`config.mk`:
```
export PLATFORM = sky130hd
export DESIGN_NAME = pipe_stage_reg_flat
export DESIGN_NICKNAME = d
export VERILOG_FILES = /design/src/rtl/pipe_stage_reg_if.sv /design/src/rtl/pipe_stage_reg.sv /design/src/flat_wrapper.sv
export SDC_FILE = /design/constraint.sdc
export NUM_CORES = 1
export LEC_CHECK = 0
export CAP_MARGIN = 20
export CELL_PAD_IN_SITES_DETAIL_PLACEMENT = 1
export CELL_PAD_IN_SITES_GLOBAL_PLACEMENT = 1
export CORE_ASPECT_RATIO = 1.5
export CORE_MARGIN = 1.5
export CORE_UTILIZATION = 30
export DETAILED_ROUTE_END_ITERATION = 7
export PLACE_DENSITY = 0.85
export SYNTH_ARGS = -nofsm -noshare
export SYNTH_HDL_FRONTEND = slang
export SYNTH_SLANG_ARGS = --single-unit
```
`constraint.sdc`:
```
create_clock -name clk -period 1.3 [get_ports clk]
set_input_delay 0.39 -clock clk [delete_from_list [all_inputs] [get_ports clk]]
set_output_delay 0.39 -clock clk [all_outputs]
set_load 0.02 [all_outputs]
```
`src/rtl/pipe_stage_reg_if.sv`:
```
// Valid/ready/data handshake bundle for one side of a pipeline stage register.
// The master drives valid/data, the slave drives ready.
interface pipe_stage_reg_if #(
  parameter int DATA_W = 32
);
  logic              valid;
  logic              ready;
  logic [DATA_W-1:0] data;

  modport master (output valid, output data, input ready);
  modport slave  (input valid, input data, output ready);
endinterface

```
`src/rtl/pipe_stage_reg.sv`:
```
// Parametrised inter-stage pipeline register with stall, synchronous flush and bubble payload.
// Define PIPE_STAGE_SKID_EN to add a 2-entry skid buffer with registered in_ready.
module pipe_stage_reg #(
  parameter int                DATA_W     = 32,
  parameter logic [DATA_W-1:0] BUBBLE_VAL = '0
) (
  input  logic             clk,
  input  logic             rst,
  input  logic             flush,
  pipe_stage_reg_if.slave  up,
  pipe_stage_reg_if.master dn,
  output logic [1:0]       occupancy
);

  logic [DATA_W-1:0] main_data;
  logic              main_valid;

`ifdef PIPE_STAGE_SKID_EN
  typedef enum logic [1:0] {EMPTY = 2'd0, ONE = 2'd1, TWO = 2'd2} state_t;

  state_t            state, state_nxt;
  logic [DATA_W-1:0] skid_data;
  logic              accept, consume;
  logic              ld_main_in, ld_main_skid, ld_skid;

  // Ready depends only on the state flop, so no combinational path from dn.ready.
  assign up.ready   = (state != TWO);
  assign main_valid = (state != EMPTY);
  assign accept     = up.valid & up.ready;
  assign consume    = main_valid & dn.ready;
  assign occupancy  = state;

  always_comb begin
    state_nxt    = state;
    ld_main_in   = 1'b0;
    ld_main_skid = 1'b0;
    ld_skid      = 1'b0;
    case (state)
      EMPTY: if (accept) begin
        state_nxt  = ONE;
        ld_main_in = 1'b1;
      end
      ONE: begin
        if (consume && accept) begin
          ld_main_in = 1'b1;
        end else if (consume) begin
          state_nxt = EMPTY;
        end else if (accept) begin
          state_nxt = TWO;
          ld_skid   = 1'b1;
        end
      end
      TWO: if (consume) begin
        state_nxt    = ONE;
        ld_main_skid = 1'b1;
      end
      default: state_nxt = EMPTY;
    endcase
    if (flush) begin
      state_nxt    = EMPTY;
      ld_main_in   = 1'b0;
      ld_main_skid = 1'b0;
      ld_skid      = 1'b0;
    end
  end

  always_ff @(posedge clk or negedge rst) begin
    if (!rst) begin
      state     <= EMPTY;
      main_data <= BUBBLE_VAL;
      skid_data <= BUBBLE_VAL;
    end else begin
      state <= state_nxt;
      if (ld_main_in)        main_data <= up.data;
      else if (ld_main_skid) main_data <= skid_data;
      if (ld_skid)           skid_data <= up.data;
    end
  end
`else
  // A stalled beat leaves the slot as soon as downstream takes it.
  assign up.ready  = dn.ready | ~main_valid;
  assign occupancy = {1'b0, main_valid};

  always_ff @(posedge clk or negedge rst) begin
    if (!rst) begin
      main_valid <= 1'b0;
      main_data  <= BUBBLE_VAL;
    end else if (flush) begin
      main_valid <= 1'b0;
      main_data  <= BUBBLE_VAL;
    end else if (up.ready) begin
      main_valid <= up.valid;
      main_data  <= up.valid ? up.data : BUBBLE_VAL;
    end
  end
`endif

  assign dn.valid = main_valid;
  assign dn.data  = main_valid ? main_data : BUBBLE_VAL;

endmodule
```
`src/flat_wrapper.sv`:
```
// flat-port wrapper written by rule: the top's interface ports become plain ports
module pipe_stage_reg_flat 
#(
  parameter int                DATA_W     = 32,
  parameter logic [DATA_W-1:0] BUBBLE_VAL = '0
)
  (clk, rst, flush, occupancy, up_valid, up_data, up_ready, dn_valid, dn_data, dn_ready);
  pipe_stage_reg_if #(.DATA_W(DATA_W)) up_i ();
  pipe_stage_reg_if #(.DATA_W(DATA_W)) dn_i ();
  input  logic clk;
  input  logic rst;
  input  logic flush;
  output logic [1:0] occupancy;
  input wire logic [$bits(up_i.valid)-1:0] up_valid;
  input wire logic [$bits(up_i.data)-1:0] up_data;
  output wire logic [$bits(up_i.ready)-1:0] up_ready;
  output wire logic [$bits(dn_i.valid)-1:0] dn_valid;
  output wire logic [$bits(dn_i.data)-1:0] dn_data;
  input wire logic [$bits(dn_i.ready)-1:0] dn_ready;
  assign up_i.valid = up_valid;
  assign up_i.data = up_data;
  assign up_ready = up_i.ready;
  assign dn_valid = dn_i.valid;
  assign dn_data = dn_i.data;
  assign dn_i.ready = dn_ready;
  pipe_stage_reg #(.DATA_W(DATA_W), .BUBBLE_VAL(BUBBLE_VAL)) u_core (.clk(clk), .rst(rst), .flush(flush), .up(up_i), .dn(dn_i), .occupancy(occupancy));
endmodule
```
==> impl_metrics.yaml, run 1 <==
clock_network:
  hold_buffers: 0
  clk_pin_slew_ns: 0.07
  root_buffer: "clkbuf_8"
  cts_tree: "yes"
  clock_path_buffers: 2
  numCtsBuffers: 5
  clock-sinks: 33
  htreeDepth: 2
  insertion_delay_ns: 0.28
sta:
  drv_slew: 0
  fin_skew_ns: 0.005561
  setup-violations-final: 68
  clock.fmax_mhz: 605.3
  hold_slack_ns: 0.05879
  fin_tns_setup_ns: -16.85
  period_share: 1.271
  min_period_ns: 1.652
  hold_viol: 0
  grt_setup_unrepaired: "yes"
  fin_ws_ns: -0.3520
drt:
  first_pass_iters: 4
  route.detailed.drc: 0
  wl_per_cell_um: 17.00
  antenna_left: 0
  via_per_inst: 4.757
  vias: 1627
  drt-total-wl_mm: 5.814
  initialDrtViolationCount: 45
layout:
  fillerInstances: 710
  final_cells: 342
  antennaDiodeCount: 0
  layout.nets: 303
  final_util: 0.4921
  final_layout_size_suffix_gt1_frac: 0.6617
  fin_area_um2: 3192
  syn2layout_area_growth_pct: 58.94
setup_path:
  cpPeakStageDelay_ns: 0.45
  worstPathMaxFanout: 5
  reg2reg_to: "u_core.main_data[17]$_DFFE_PN0P_"
  cp.arrival_ns: 1.26
  r2r_start: "u_core.dn.valid$_DFFE_PN0P_"
  crit_chain: "buf_12 > buf_8 > and2_4 > buf_6"
  critPathTopFamily: "flip-flops"
  start_kind: "flip-flop"
  worst-r2r-cell-count: 8
  end_kind: "primary output"
  worstPathRequired_ns: 0.91
  criticalPathCategory: "flip-flop to primary output"
  cpMaxStageDelayCell: "dfrtp_2"
  r2r_slack_ns: -0.26
  critPathBufInv: 3
  startpoint: "u_core.dn.valid$_DFFE_PN0P_"
synthesis:
  synth.area.mux_share: 0
  post-synth-top-area-cell: "dfrtp_1"
  syn_area_per_cell_um2: 10.80
  yosys_warnings: 0
  synth-xor-area-share: 0
  netlist_instances: 186
  yosys.area_share.adder: 0
  synthTopCellsByArea: "dfrtp_1 41%, nand3_2 14%, a21oi_2 13%, and2_1 9.3%, nand2_1 6.0%"
  ys_ff_latch: 33
  yosys.area_share.simple: 0.3234
  synth_top_area_frac: 0.4112
  synth_top_family_by_area: "simple AND/OR/NAND/NOR gates"
  synth-compound-area-share: 0.1340
  yosysUniqueCellTypes: 19
  synth.net_count: 223
  yosysSeqAreaShare: 0.4112
  syn_area_um2: 2008
grt:
  grt_pass1_vias: 1788
  grt_pass1_wl_mm: 9.177
  grt_remaining_overflow: 0
  track_usage: 0.1635
  antenna_found_initial: 0
  grt_start_max_net_pins: 34
placement:
  post-dp-hpwl_mm: 3.442
  place_congestion: 0.7240
  place_area_um2: 2664
  dp_cells: 323
  portBuffers: 71
pwr:
  p_leak_uw: 0.001612
  power.density_nw_per_um2: 787.8
  vdd_ir_drop_max_mv: 0.4239
job:
  cap_violations: 0
floorplanning:
  num_rows: 36
  dieWidth_um: 69.80
  dieArea_um2: 7204
  io_pins: 73
  die_y_um: 103.2
  start_util: 0.3096
  core_area_um2: 6486
worst_hold_path:
  hp-class: "input pin to asynchronous set/reset pin"
status:
  outcome: "complete, but fails checks"
  violations: "negative setup slack"
[layer usage]
layer  track usage  up-vias  part of all wire
li1              -      766                 -
met1        0.1883      814              0.39
met5             0        -                 0
met2        0.3143       39              0.56
met3       0.01647        8             0.030
met4       0.05769        0             0.015
[where the power goes]
part	switching (uW)	total, uW	internal [uW]
logic	294	608	314
registers	45.2	1120	1070
clock network	369	789	420
total	708	2510	1810
[cells by family (layout without fill, tap and decap cells)]
kind of cell,Yosys count,count (layout)
flops,33,33
buf+inv,21,101
other cells,1,1
simple gates,99,99
compound gates,32,32
[cells in the mapped netlist (all sizes together)]
library cell   n
inv            1
a21oi         32
conb           1
and2          32
buf           12
nand3         32
dfrtp         33
nor2           2
nor2b          1
bufbuf         1
clkbuf         7
nand2         32
[per-stage QoR]
step	setup slack (ns)	total power (uW)
after floorplan	-0.03557	1396
after global placement	-0.7008	1587
after detailed placement	-0.6985	1601
after CTS	-0.3604	2489
after global routing	-0.3782	2630
final	-0.3520	2514
[worst max path at each step]
| stage | slack, ns | cells past startpoint | to |
|---|---|---|---|
| finish | -0.35 | 4 | dn_data[21] |
| global route | -0.38 | 4 | up_ready |
| CTS | -0.36 | 4 | dn_data[21] |
| detailed placement | -0.70 | 4 | up_ready |
| global placement | -0.70 | 4 | up_ready |
| floorplan | -0.04 | 4 | up_ready |
[timing repair]
action                     CTS  global route
gates cloned                 4             1
buffers inserted             4             5
pin swaps                    0            45
setup endpoints to repair   68            68
gates resized for setup    201            64
[sequential cells by signal, indices dropped and copies added, names as in the netlist]
| register | cells |
|---|---|
| u_core.dn.valid | 1 |
| u_core.main_data | 32 |
[cell type report]
| class | instances | area [um^2] | share of cell area |
|---|---|---|---|
| clock buffers | 7 | 86.33 | 0.02705 |
| inverters | 1 | 11.26 | 0.003528 |
| multi-input cells | 132 | 1165 | 0.3650 |
| flip-flops and latches | 33 | 827.0 | 0.2591 |
| well taps | 76 | 95.09 | 0.02979 |
| repair buffers | 93 | 1007 | 0.3156 |
[placed cells by master (no fill, tap or decap)]
master            n
dfrtp_2           1
clkbuf_8          6
and2_2            1
buf_6            23
a21oi_2          32
dfrtp_1          32
nand2_1           1
nand3_2          29
buf_4             3
nor2b_4           1
inv_8             1
nand3_1           3
nor2_1            1
clkdlybuf4s50_1  33
clkbuf_1          1
and2_1           18
nand2_2           8
nor2_4            1
buf_12            7
buf_16            4
clkbuf_16         1
and2_4           13
conb_1            1
nand2_4          23
buf_2            21
buf_8             1
(Power assumes the default switching activity.)
==> inputs of run 2 (changes only) <==
--- a/config.mk
+++ b/config.mk
@@ -12,7 +12,9 @@
 export CORE_MARGIN = 1.5
 export CORE_UTILIZATION = 30
 export DETAILED_ROUTE_END_ITERATION = 7
+export MAX_ROUTING_LAYER = met4
 export PLACE_DENSITY = 0.85
 export SYNTH_ARGS = -nofsm -noshare
 export SYNTH_HDL_FRONTEND = slang
 export SYNTH_SLANG_ARGS = --single-unit
+export TNS_END_PERCENT = 100
==> run 2 against run 1 <==
The run still ends with negative setup slack left. Combinational power about the same. Hold slack worse by 0.0011 ns. Clock skew down 0.0016 ns. Sequential share of layout area unchanged. Cell area unchanged. Total power about the same. Register-to-register slack about the same. Largest cell class unchanged.
==> impl_metrics.yaml, run 2 (same netlist as run 1, synthesis figures left out) <==
placement:
  dp_cells: 323
  post-place-ws_ns: -0.6985
  place_congestion: 0.7327
  post-dp-hpwl_mm: 3.442
  portBuffers: 71
setup_path:
  cp.arrival_ns: 1.26
  worstPathRequired_ns: 0.91
  crit_chain: "buf_12 > buf_8 > and2_4 > buf_6"
  startpoint: "u_core.dn.valid$_DFFE_PN0P_"
  criticalPathCategory: "flip-flop to primary output"
  endpoint: "dn_data[21]"
  r2r_slack_ns: -0.25
  cpPeakStageDelay_ns: 0.45
  worstPathMaxFanout: 5
  end_kind: "primary output"
  r2r_start: "u_core.dn.valid$_DFFE_PN0P_"
  start_kind: "flip-flop"
  cpMaxStageDelayCell: "dfrtp_2"
  reg2reg_to: "u_core.main_data[17]$_DFFE_PN0P_"
  worst-r2r-cell-count: 8
drt:
  initialDrtViolationCount: 52
  route.detailed.drc: 0
  vias: 1641
  via_per_inst: 4.798
  antenna_left: 0
  wl_per_cell_um: 17.00
  first_pass_iters: 4
  drt-total-wl_mm: 5.814
sta:
  setup-violations-final: 68
  min_period_ns: 1.646
  period_share: 1.266
  fin_tns_setup_ns: -16.45
  drv_slew: 0
  fin_skew_ns: 0.003999
  hold_viol: 0
  grt_setup_unrepaired: "yes"
  clock.fmax_mhz: 607.4
  fin_ws_ns: -0.3464
pwr:
  power.density_nw_per_um2: 787.4
  vdd_ir_drop_max_mv: 0.4250
  p_leak_uw: 0.001612
clock_network:
  insertion_delay_ns: 0.28
  hold_buffers: 0
  clock_path_buffers: 2
  clk_pin_slew_ns: 0.07
  clock-sinks: 33
  cts_tree: "yes"
  root_buffer: "clkbuf_8"
  htreeDepth: 2
  numCtsBuffers: 5
worst_hold_path:
  hp-class: "input pin to asynchronous set/reset pin"
layout:
  fillerInstances: 710
  largest_reg_flops: 32
  syn2layout_area_growth_pct: 58.94
  antennaDiodeCount: 0
  layout.nets: 303
  final_cells: 342
  regMostFlops: "u_core.main_data"
  final_common_cell: "clkdlybuf4s50_1"
  final_util: 0.4921
  final_layout_size_suffix_gt1_frac: 0.6617
  layout_common_cells: "33 x clkdlybuf4s50_1, 32 x a21oi_2, 32 x dfrtp_1"
grt:
  antenna_found_initial: 0
  track_usage: 0.1683
  grt_pass1_vias: 1789
  grt_start_max_net_pins: 34
  grt_pass1_wl_mm: 9.156
  grt_remaining_overflow: 0
floorplanning:
  core_area_um2: 6486
  num_rows: 36
  start_util: 0.3096
  die_y_um: 103.2
  io_pins: 73
  dieArea_um2: 7204
  dieWidth_um: 69.80
job:
  cap_violations: 0
status:
  violations: "negative setup slack"
  outcome: "complete, but fails checks"
run 2: cell counts in the layout (fill, tap and decap cells not counted):
No cell type changed its count.
run 2: worst min path at each step:
stage / from / endpoint / slack (ns) / cells past startpoint
after floorplan: rst / u_core.dn.valid$_DFFE_PN0P_ / 0.09 / 0
after global placement: rst / u_core.main_data[16]$_DFFE_PN0P_ / 0.36 / 2
after detailed placement: rst / u_core.main_data[18]$_DFFE_PN0P_ / 0.37 / 2
after CTS: rst / u_core.main_data[13]$_DFFE_PN0P_ / 0.06 / 2
after global routing: rst / u_core.main_data[18]$_DFFE_PN0P_ / 0.08 / 2
final: rst / u_core.main_data[18]$_DFFE_PN0P_ / 0.06 / 2
run 2: stage by stage:
step | instance area [um^2] | hold slack [ns] | total power, uW
3_5_place_dp | 2664 | 0.3719 | 1601
2_1_floorplan | 2009 | 0.09441 | 1396
4_1_cts | 2934 | 0.05997 | 2489
3_3_place_gp | 2664 | 0.3648 | 1587
6_report | 3192 | 0.05768 | 2513
5_1_grt | 3192 | 0.07569 | 2629
run 2: layout make-up:
| class | instances | area, um^2 | share of cell area |
|---|---|---|---|
| multi-input cells | 132 | 1165 | 0.3650 |
| repair buffers | 93 | 1007 | 0.3156 |
| flip-flops and latches | 33 | 827.0 | 0.2591 |
| well taps | 76 | 95.09 | 0.02979 |
| clock buffers | 7 | 86.33 | 0.02705 |
| inverters | 1 | 11.26 | 0.003528 |
run 2: critical path: cells and delay by family, from the launching register on:
kind	cells	cell delay [ns]
and+or+nand+nor	1	0.13
DFF	1	0.45
buffers and inverters	3	0.39
run 2: what timing repair did:
action / in CTS / in global routing
pin swaps: 0 / 45
gates cloned: 4 / 1
buffers inserted: 4 / 5
setup endpoints to repair: 68 / 68
gates resized for setup: 201 / 64
run 2: where the power goes:
part | total, uW | switching [uW] | internal [uW]
combinational | 608 | 294 | 314
sequential | 1120 | 45.5 | 1070
clock | 788 | 368 | 420
run 2: metal layers:
layer,up-vias,global-route usage,wire [um],part of all wire
met2,39,0.3172,3293,0.57
met3,8,0.01647,175,0.030
met4,0,0.05769,87,0.015
met5,-,-,0,0
li1,766,-,-,-
met1,828,0.1853,2258,0.39
==> inputs of run 3 (changes only) <==
--- a/config.mk
+++ b/config.mk
@@ -10,10 +10,10 @@
 export CELL_PAD_IN_SITES_GLOBAL_PLACEMENT = 1
 export CORE_ASPECT_RATIO = 1.5
 export CORE_MARGIN = 1.5
-export CORE_UTILIZATION = 30
+export CORE_UTILIZATION = 36
 export DETAILED_ROUTE_END_ITERATION = 7
 export MAX_ROUTING_LAYER = met4
-export PLACE_DENSITY = 0.85
+export PLACE_DENSITY = 0.95
 export SYNTH_ARGS = -nofsm -noshare
 export SYNTH_HDL_FRONTEND = slang
 export SYNTH_SLANG_ARGS = --single-unit
==> constraint.sdc (replaced) <==
create_clock -name clk -period 2.1 [get_ports clk]
set_input_delay 0.63 -clock clk [delete_from_list [all_inputs] [get_ports clk]]
set_output_delay 0.63 -clock clk [all_outputs]
set_load 0.05 [all_outputs]
==> run 3 against run 2 <==
The flow now finishes without violations. Register-to-register slack gained 0.75 ns. First-iteration DRC count is 1.9% higher. Via count decreased by 6.9%. Cell area is 4.8% lower. Core utilization is 7.0 points higher. Total power is 40% lower. Cell count down 6.1%. Hold slack better by 0.36 ns. Global-route usage increased by 2.6 points. Count of clock-buffer cells in the layout unchanged. Flip-flop and latch count stayed put. Setup slack better by 0.57 ns.
==> impl_metrics.yaml, run 3 (same netlist as run 1, synthesis figures left out) <==
grt:
  grt_start_max_net_pins: 34
  grt_remaining_overflow: 0
  antenna_found_initial: 0
  grt_pass1_wl_mm: 8.590
  track_usage: 0.1948
  grt_pass1_vias: 1676
placement:
  dp_cells: 314
  portBuffers: 71
  place_congestion: 0.6567
  post-dp-hpwl_mm: 3.694
drt:
  antenna_left: 0
  wl_per_cell_um: 16.47
  via_per_inst: 4.760
  first_pass_iters: 3
  initialDrtViolationCount: 53
  route.detailed.drc: 0
  drt-total-wl_mm: 5.287
  vias: 1528
floorplanning:
  core_area_um2: 5409
  io_pins: 73
  dieArea_um2: 6045
  dieWidth_um: 63.98
  num_rows: 33
  die_y_um: 94.48
  start_util: 0.3713
setup_path:
  worstPathMaxFanout: 21
  reg2reg_to: "u_core.main_data[0]$_DFFE_PN0P_"
  cpMaxStageDelayCell: "dfrtp_1"
  start_kind: "flip-flop"
  r2r_slack_ns: 0.50
  crit_chain: "buf_4 > and2_1 > buf_12"
  r2r_start: "u_core.dn.valid$_DFFE_PN0P_"
  criticalPathCategory: "flip-flop to primary output"
  cpPeakStageDelay_ns: 0.34
  worst-r2r-cell-count: 6
  cp.arrival_ns: 1.25
  worstPathRequired_ns: 1.47
  end_kind: "primary output"
sta:
  min_period_ns: 1.879
  clock.fmax_mhz: 532.3
  hold_viol: 0
  drv_slew: 0
  fin_skew_ns: 0.001854
  setup-violations-final: 0
  tightest_slew_ns: 0.7596
  fin_tns_setup_ns: 0
  relSlewSlack: 0.4936
  period_share: 0.8946
  grt_setup_unrepaired: "no"
layout:
  final_cells: 321
  final_common_cell: "buf_12"
  layout_common_cells: "35 x buf_12, 33 x dfrtp_1, 32 x nand2_1, 32 x clkdlybuf4s50_1, 30 x and2_1"
  antennaDiodeCount: 0
  fillerInstances: 562
  final_layout_size_suffix_gt1_frac: 0.4502
  layout.nets: 288
  largest_reg_flops: 32
  regMostFlops: "u_core.main_data"
  syn2layout_area_growth_pct: 51.28
clock_network:
  insertion_delay_ns: 0.28
  root_buffer: "clkbuf_8"
  clk_pin_slew_ns: 0.06
  numCtsBuffers: 5
  cts_tree: "yes"
  clock_path_buffers: 2
  hold_buffers: 0
  clock-sinks: 33
  htreeDepth: 2
  cts_setup_buffers: 0
status:
  outcome: "finished, final reports clean"
job:
  cap_violations: 0
pwr:
  power.density_nw_per_um2: 499.1
  vdd_ir_drop_max_mv: 0.2790
  finalPower_uw: 1516
  p_leak_uw: 0.001236
worst_hold_path:
  hp-class: "input pin to asynchronous set/reset pin"
[run 3: changes by cell type in the layout (fill, tap and decap cells not counted), sizes merged]
cell	previous run	this run
dlymetal6s2s	0	1
buf	59	45
clkbuf	8	7
clkdlybuf4s50	33	32
[run 3: what timing repair did]
action / in CTS / in global routing
pin swaps: 0 / 0
gates resized for setup: 1 / 1
hold endpoints to repair: 0 / 0
setup endpoints to repair: 1 / 1
[run 3: through the flow]
stage          setup WS [ns]    util  hold WS (ns)  cell area (um^2)
4_1_cts              0.01007  0.5612        0.4454              3035
6_report              0.2213  0.5616        0.4223              3038
2_1_floorplan        0.09271       -        0.3344              2008
5_1_grt               0.1470  0.5616        0.4628              3038
3_5_place_dp        -0.01961  0.5445        0.5118              2945
3_3_place_gp        -0.03031  0.5445        0.5015              2945
[run 3: area by class of cell]
cell class                 instances  area, um^2  area share
multi-input combinational        132       922.1      0.3035
tap                               70       87.58     0.02883
inverter                           1       11.26    0.003707
timing repair buffer              78        1105      0.3637
clock buffer                       7       86.33     0.02842
sequential                        33       825.8      0.2718
[run 3: report_power, final]
| group | total [uW] | switching (uW) | internal, uW |
|---|---|---|---|
| logic | 363 | 198 | 166 |
| registers | 677 | 13.6 | 663 |
| clock network | 476 | 216 | 260 |
[run 3: critical path, delay by kind of cell, from the launching register on]
kind	cells	cell delay [ns]
buf+inv	2	0.39
flops	1	0.34
simple gates	1	0.23
[run 3: how the worst max path moves through the flow]
| stage | startpoint | to | depth (start not counted) |
|---|---|---|---|
| floorplan | u_core.dn.valid$_DFFE_PN0P_ | dn_data[10] | 2 |
| global placement | dn_ready | up_ready | 4 |
| detailed placement | dn_ready | up_ready | 4 |
| CTS | dn_ready | up_ready | 4 |
| global route | u_core.dn.valid$_DFFE_PN0P_ | dn_data[29] | 3 |
| finish | u_core.dn.valid$_DFFE_PN0P_ | dn_data[26] | 3 |
[run 3: routing by layer]
metal,GRT usage,part of all wire
met5,-,0
met1,0.2184,0.40
met4,0.07428,0.022
met2,0.3472,0.55
met3,0.02741,0.030
